[src/rtl/mdu32.sv]
// mdu32: iterative HI/LO multiply/divide unit for the MIPS32 datapath.
// MULT/MULTU/DIV/DIVU run for a fixed 32 cycles; MTHI/MTLO write in one edge.
//
// Ports:
//   clk   in   1   clock, rising edge
//   rst   in   1   synchronous active-high reset
//   start in   1   request, sampled only while busy=0
//   op    in   3   000 MULT, 001 MULTU, 010 DIV, 011 DIVU, 100 MTHI, 101 MTLO
//   src1  in  32   multiplicand / dividend / MTHI-MTLO data
//   src2  in  32   multiplier / divisor
//   hi    out 32   HI register
//   lo    out 32   LO register
//   busy  out  1   multi-cycle op in progress
//   done  out  1   one-cycle pulse after HI/LO written by a MULT/DIV-class op
module mdu32 (
  input  logic        clk,
  input  logic        rst,
  input  logic        start,
  input  logic [2:0]  op,
  input  logic [31:0] src1,
  input  logic [31:0] src2,
  output logic [31:0] hi,
  output logic [31:0] lo,
  output logic        busy,
  output logic        done
);

  localparam int unsigned W  = 32;
  localparam int unsigned CW = 5;

  localparam logic [2:0] OP_MULT  = 3'b000;
  localparam logic [2:0] OP_MULTU = 3'b001;
  localparam logic [2:0] OP_DIV   = 3'b010;
  localparam logic [2:0] OP_DIVU  = 3'b011;
  localparam logic [2:0] OP_MTHI  = 3'b100;
  localparam logic [2:0] OP_MTLO  = 3'b101;

  localparam logic [CW-1:0] LAST_ITER = CW'(W - 1);

  typedef enum logic {
    S_IDLE = 1'b0,
    S_RUN  = 1'b1
  } state_e;

  state_e          state_q, state_d;
  logic [CW-1:0]   cnt_q, cnt_d;
  // Shared working register: multiply {partial_hi, multiplier/low product},
  // divide {remainder, dividend/quotient}.
  logic [2*W-1:0]  acc_q, acc_d;
  logic [W-1:0]    opb_q, opb_d;     // multiplicand or divisor magnitude
  logic [W-1:0]    raw1_q, raw1_d;   // raw src1, returned as HI on divide-by-zero
  logic            is_div_q, is_div_d;
  logic            neg_lo_q, neg_lo_d; // negate product / quotient
  logic            neg_hi_q, neg_hi_d; // negate remainder
  logic            div0_q, div0_d;
  logic [W-1:0]    hi_q, hi_d;
  logic [W-1:0]    lo_q, lo_d;
  logic            busy_q, busy_d;
  logic            done_q, done_d;

  // Operand decode and magnitudes
  logic            is_signed_op, is_md_op, is_div_op;
  logic            a_neg, b_neg;
  logic [W-1:0]    a_mag, b_mag;

  always_comb begin
    is_signed_op = (op == OP_MULT) || (op == OP_DIV);
    is_md_op     = (op == OP_MULT) || (op == OP_MULTU) ||
                   (op == OP_DIV)  || (op == OP_DIVU);
    is_div_op    = (op == OP_DIV)  || (op == OP_DIVU);
    a_neg        = is_signed_op & src1[W-1];
    b_neg        = is_signed_op & src2[W-1];
    // 0x80000000 negates to itself, which reads as 2^31 unsigned.
    a_mag        = a_neg ? (~src1 + W'(1)) : src1;
    b_mag        = b_neg ? (~src2 + W'(1)) : src2;
  end

  // One iteration of shift-add multiply and restoring divide
  logic [W:0]      mul_sum;
  logic [2*W-1:0]  mul_next;
  logic [W:0]      div_shift;
  logic            div_ge;
  logic [W-1:0]    div_diff;
  logic [2*W-1:0]  div_next;
  logic [2*W-1:0]  step;
  logic [2*W-1:0]  prod_fin;
  logic [W-1:0]    quo_fin, rem_fin;

  always_comb begin
    mul_sum   = {1'b0, acc_q[2*W-1:W]} + {1'b0, (acc_q[0] ? opb_q : W'(0))};
    mul_next  = {mul_sum, acc_q[W-1:1]};
    div_shift = {acc_q[2*W-1:W], acc_q[W-1]};
    div_ge    = (div_shift >= {1'b0, opb_q});
    // Remainder after a successful subtract is below the divisor, so 32 bits suffice.
    div_diff  = div_shift[W-1:0] - opb_q;
    div_next  = div_ge ? {div_diff, acc_q[W-2:0], 1'b1}
                       : {div_shift[W-1:0], acc_q[W-2:0], 1'b0};
    step      = is_div_q ? div_next : mul_next;
    prod_fin  = neg_lo_q ? (~step + (2*W)'(1)) : step;
    quo_fin   = neg_lo_q ? (~step[W-1:0] + W'(1)) : step[W-1:0];
    rem_fin   = neg_hi_q ? (~step[2*W-1:W] + W'(1)) : step[2*W-1:W];
  end

  // Next-state and output logic
  always_comb begin
    state_d  = state_q;
    cnt_d    = cnt_q;
    acc_d    = acc_q;
    opb_d    = opb_q;
    raw1_d   = raw1_q;
    is_div_d = is_div_q;
    neg_lo_d = neg_lo_q;
    neg_hi_d = neg_hi_q;
    div0_d   = div0_q;
    hi_d     = hi_q;
    lo_d     = lo_q;
    busy_d   = busy_q;
    done_d   = 1'b0;

    case (state_q)
      S_IDLE: begin
        if (start) begin
          if (op == OP_MTHI) begin
            hi_d = src1;
          end else if (op == OP_MTLO) begin
            lo_d = src1;
          end else if (is_md_op) begin
            acc_d    = {W'(0), (is_div_op ? a_mag : b_mag)};
            opb_d    = is_div_op ? b_mag : a_mag;
            raw1_d   = src1;
            is_div_d = is_div_op;
            neg_lo_d = a_neg ^ b_neg;
            neg_hi_d = a_neg;
            div0_d   = is_div_op && (src2 == W'(0));
            cnt_d    = '0;
            busy_d   = 1'b1;
            state_d  = S_RUN;
          end
        end
      end

      S_RUN: begin
        acc_d = step;
        cnt_d = cnt_q + CW'(1);
        if (cnt_q == LAST_ITER) begin
          if (!is_div_q) begin
            hi_d = prod_fin[2*W-1:W];
            lo_d = prod_fin[W-1:0];
          end else if (div0_q) begin
            hi_d = raw1_q;
            lo_d = '1;
          end else begin
            hi_d = rem_fin;
            lo_d = quo_fin;
          end
          busy_d  = 1'b0;
          done_d  = 1'b1;
          state_d = S_IDLE;
        end
      end

      default: begin
        state_d = S_IDLE;
        busy_d  = 1'b0;
      end
    endcase
  end

  // State register; reset discards any in-flight operation
  always_ff @(posedge clk) begin
    if (rst) begin
      state_q  <= S_IDLE;
      cnt_q    <= '0;
      acc_q    <= '0;
      opb_q    <= '0;
      raw1_q   <= '0;
      is_div_q <= 1'b0;
      neg_lo_q <= 1'b0;
      neg_hi_q <= 1'b0;
      div0_q   <= 1'b0;
      hi_q     <= '0;
      lo_q     <= '0;
      busy_q   <= 1'b0;
      done_q   <= 1'b0;
    end else begin
      state_q  <= state_d;
      cnt_q    <= cnt_d;
      acc_q    <= acc_d;
      opb_q    <= opb_d;
      raw1_q   <= raw1_d;
      is_div_q <= is_div_d;
      neg_lo_q <= neg_lo_d;
      neg_hi_q <= neg_hi_d;
      div0_q   <= div0_d;
      hi_q     <= hi_d;
      lo_q     <= lo_d;
      busy_q   <= busy_d;
      done_q   <= done_d;
    end
  end

  assign hi   = hi_q;
  assign lo   = lo_q;
  assign busy = busy_q;
  assign done = done_q;

endmodule

[config.mk]
export PLATFORM = sky130hd
export DESIGN_NAME = mdu32
export DESIGN_NICKNAME = d
export VERILOG_FILES = /design/src/rtl/mdu32.sv
export SDC_FILE = /design/constraint.sdc
export NUM_CORES = 1
export LEC_CHECK = 0
export CAP_MARGIN = 20
export CELL_PAD_IN_SITES_DETAIL_PLACEMENT = 1
export CELL_PAD_IN_SITES_GLOBAL_PLACEMENT = 1
export CORE_UTILIZATION = 48
export DETAILED_ROUTE_END_ITERATION = 7
export GPL_TIMING_DRIVEN = 0
export MAX_ROUTING_LAYER = met4
export PLACE_DENSITY_LB_ADDON = 0.2
export SLEW_MARGIN = 15
export SYNTH_ARGS = -nofsm -noshare
export SYNTH_HDL_FRONTEND = slang
export SYNTH_SLANG_ARGS = --single-unit
[constraint.sdc]
create_clock -name clk -period 14.4 [get_ports clk]
set_clock_uncertainty 0.05 [all_clocks]
set_input_delay 2.16 -clock clk [delete_from_list [all_inputs] [get_ports clk]]
set_output_delay 2.16 -clock clk [all_outputs]
set_load 0.02 [all_outputs]
==> impl_metrics.csv <==
group,metric,value,unit
synthesis,synth.area.mux_share,3.86,%
job,max-cap-violations,0,
min_path,hp-class,"flop to flop",
clocking,postCtsHoldBufs,0,
finish,syn_to_final_growth,14.9,%
global_routing,grt_pass1_wl,143,mm
synthesis,synth_async_sr_flop_share,0,%
finish,layout.nets,2857,
clocking,cts_setup_buffers,0,
clocking,cts_root_buf,"clkbuf_16",
sta,tns,0,ns
floorplan,die_width,197,um
worst_setup_path,crit_slowest_cell,"buf_1",
synthesis,synth_area_leaders,"dfxtp_1 (22%), nand2_1 (6.7%), a21oi_1 (6.0%)",
synthesis,synth_enable_flop_cells,0,
place,io_buffer_count,133,
worst_setup_path,cp-startpoint,"is_div_q",
route,routed_wl,98.9,mm
synthesis,synthesis.nets,2697,
route,drt-met1-wl,36.1,mm
sta,rsz0062_at_grt,"no",
outcome,violations,"DRC",
floorplan,rows,71,
worst_setup_path,required,14.75,ns
sta,timing.fmax,97.2,MHz
synthesis,avgSynthCellArea,7.13,um^2
route,wl_per_cell,30.5,um
global_routing,antenna_found_initial,8,
route,drtPass1Iterations,8,
global_routing,gr-total-overflow,0,
sta,fin_crit_sh,71.4,%
route,viasPerCell,7.05,
sta,final_max_slew_viol_count,0,
synthesis,synth_top_family_by_area,"compound AO/OA/AOI/OAI gates",
synthesis,synth_compound_area_share,30.2,%
worst_setup_path,cp.depth,22,
clocking,htree_levels,1,
synthesis,yosys.area_share.simple,25.2,%
power,power.density,91.5,nW/um^2
sta,setup_viol,0,
clocking,cts_tree,"done",
worst_setup_path,timing.rr.end,"hi[30]",
floorplan,fp.coreArea,37500,um^2
sta,final_hold_viol_count,0,
place,dpl.hpwl,79.2,mm
outcome,status,"finished with violations",
worst_setup_path,end_kind,"flop",
power,peakVddDrop,80.0,uV
clocking,cts_inserted_buffers,25,
synthesis,ys_ff_latch,204,
route,num_vias,22863,
clocking,clk_path_buf_depth,3,
global_routing,globalRouteTotalUtil,51.3,%
global_routing,grt_max_degree,12,
worst_setup_path,reg2reg_slack,4.11,ns
worst_setup_path,path_buf_inv,10,
synthesis,ys_seq_area_share,22.4,%
synthesis,yosys.area.top_type,"dfxtp_1",
worst_setup_path,path_delay_family,"buffers and inverters",
worst_setup_path,cp.arrival,10.64,ns
synthesis,synth_cell_type_count,93,
worst_setup_path,cp_common_cell,"buf_2",
place,gp_congestion,1.09,
route,drtIter0Drc,2939,
floorplan,die_h,197,um
route,met3_length,11.7,mm
place,dpl_worst_slack,5.01,ns
floorplan,die_area,38800,um^2
place,place_area,20200,um^2
floorplan,initial_core_util,48.6,%
worst_setup_path,r2r_cells,22,
sta,worst_slack,4.11,ns
clocking,path_clk_slew,0.07,ns
synthesis,synth_area,18200,um^2
route,dr_wl_met2,42.0,mm
worst_setup_path,crit_fanout,10,
synthesis,synthAdderAreaFrac,5.03,%
global_routing,grt_pass1_vias,22365,
clocking,cts.repair.resized,0,
route,drc_errors,10,
sta,finalCriticalPeriod,10.29,ns
worst_setup_path,path_class,"flop to flop",
finish,final_area,20900,um^2
synthesis,ys_warn_count,0,
sta,relSlewSlack,21.3,%
worst_setup_path,slowest_delay,0.92,ns
sta,worstMarginPinSlew,1.18,ns
synthesis,synth_cells,2555,
synthesis,synth_top_cell_area_share,22.4,%
synthesis,synthFlopType,"dfxtp_1",
route,ant_nets,0,
power,power.leakage,7.84,nW
worst_setup_path,r2r-start,"is_div_q",
finish,drive_gt1_share,4.40,%
clocking,clock_latency,0.56,ns
worst_setup_path,cp_cell_sequence,"clkbuf_1 -> buf_2 -> buf_2 -> buf_2 -> buf_1 -> clkbuf_1 -> buf_2 -> buf_1 -> buf_1 -> mux2i_1 -> ha_1 -> o21ai_0 -> or2_2 -> or3_1 -> clkbuf_1 -> or3_1 -> or2_2 -> or2_1 -> o41ai_2 -> xnor2_1 -> o22ai_1 -> a31oi_1",
synthesis,synthXorXnorAreaFrac,7.88,%
route,routed.top_layer,"met4",
clocking,clock-sinks,204,
floorplan,ios,136,
worst_setup_path,crit_path_end,"hi[30]",
worst_setup_path,start_kind,"flop",
-- how the worst min path moves through the flow --
stage	start	endpoint	cells after the start
floorplan	raw1_q[5]	raw1_q[5]	2
global placement	raw1_q[5]	raw1_q[5]	2
detailed placement	hi[5]	hi[5]	1
CTS	raw1_q[11]	raw1_q[11]	2
global route	raw1_q[26]	raw1_q[26]	2
finish	raw1_q[29]	raw1_q[29]	2
-- metrics by stage --
step / hold slack (ns) / std cells / util (%) / total power, W
after floorplan: 0.382 / 2555 / - / 0.00100
after global placement: 0.388 / 3199 / 53.9 / 0.00126
after detailed placement: 0.398 / 3199 / 53.9 / 0.00127
after CTS: 0.409 / 3239 / 55.8 / 0.00186
after global routing: 0.430 / 3243 / 55.8 / 0.00194
final: 0.405 / 3243 / 55.8 / 0.00191
-- cell families after synthesis --
| logic type | Yosys count |
|---|---|
| simple gates | 989 |
| compound gates | 807 |
| buf+inv | 253 |
| flops | 204 |
| xor+xnor | 164 |
| fa+ha+maj | 72 |
| mux | 66 |
-- sequential cells by signal, summed over array words and instances, names as in the netlist, 5 cells and up --
name / cells
opb_q: 32
lo: 32
hi: 32
raw1_q: 32
cnt_q: 5
acc_q: 64
-- report_power, final --
part	switching (W)	leakage, nW	internal (W)
Combinational	0.000489	5.82	0.000203
Clock	0.000273	0.360	0.000333
Sequential	0.0000285	1.66	0.000588
-- worst reg2reg max path: stages, from the launching register on --
cell and delay, ns:
dfxtp_1 0.64, clkbuf_1 0.58, buf_2 0.48, buf_2 0.36, buf_2 0.41, buf_1 0.69
clkbuf_1 0.60, buf_2 0.47, buf_1 0.92, buf_1 0.74, mux2i_1 0.45, ha_1 0.32
o21ai_0 0.19, or2_2 0.34, or3_1 0.33, clkbuf_1 0.19, or3_1 0.49, or2_2 0.44
or2_1 0.30, o41ai_2 0.33, xnor2_1 0.12, o22ai_1 0.53, a31oi_1 0.16
-- final cells by class --
type	instances	area, um^2
inverters	72	270
clock buffers	35	693
repair buffers	133	1330
diodes	4	10.0
flip-flops and latches	204	4080
plain buffers	181	723
clock inverters	5	35.0
multi-input cells	2098	13100
well taps	511	639
fillers	4913	16600
-- synthesized netlist by cell type (32+ instances only) --
cell type / number
nand2_1: 323
nor2_1: 285
a21oi_1: 217
dfxtp_1: 204
clkbuf_1: 138
o21ai_0: 131
xnor2_1: 108
nor3_1: 95
ha_1: 70
inv_1: 70
o211ai_1: 60
xor2_1: 56
a211oi_1: 54
and2_1: 45
nand3_1: 42
mux2i_1: 41
a21o_1: 34
o31ai_1: 32
-- metal layers --
layer | up-vias | GRT usage, %
met1 | 11154 | 59.5
met5 | - | -
met4 | 0 | 38.5
li1 | 9683 | -
met3 | 487 | 12.9
met2 | 1539 | 76.4
-- placed cells by master (no fill, tap or decap), drive strengths merged, types with 60 or more instances in the layout --
cell           netlist  routed
ha                  70      70
nor2               285     285
nor3                96      96
a21oi              217     217
clkbuf             139     174
o21ai              138     138
o211ai              60      60
clkdlybuf4s50        0     133
xnor2              108     108
dfxtp              204     204
nand2              323     323
inv                 70      72
Note: power is estimated with default switching activity, not from simulation.
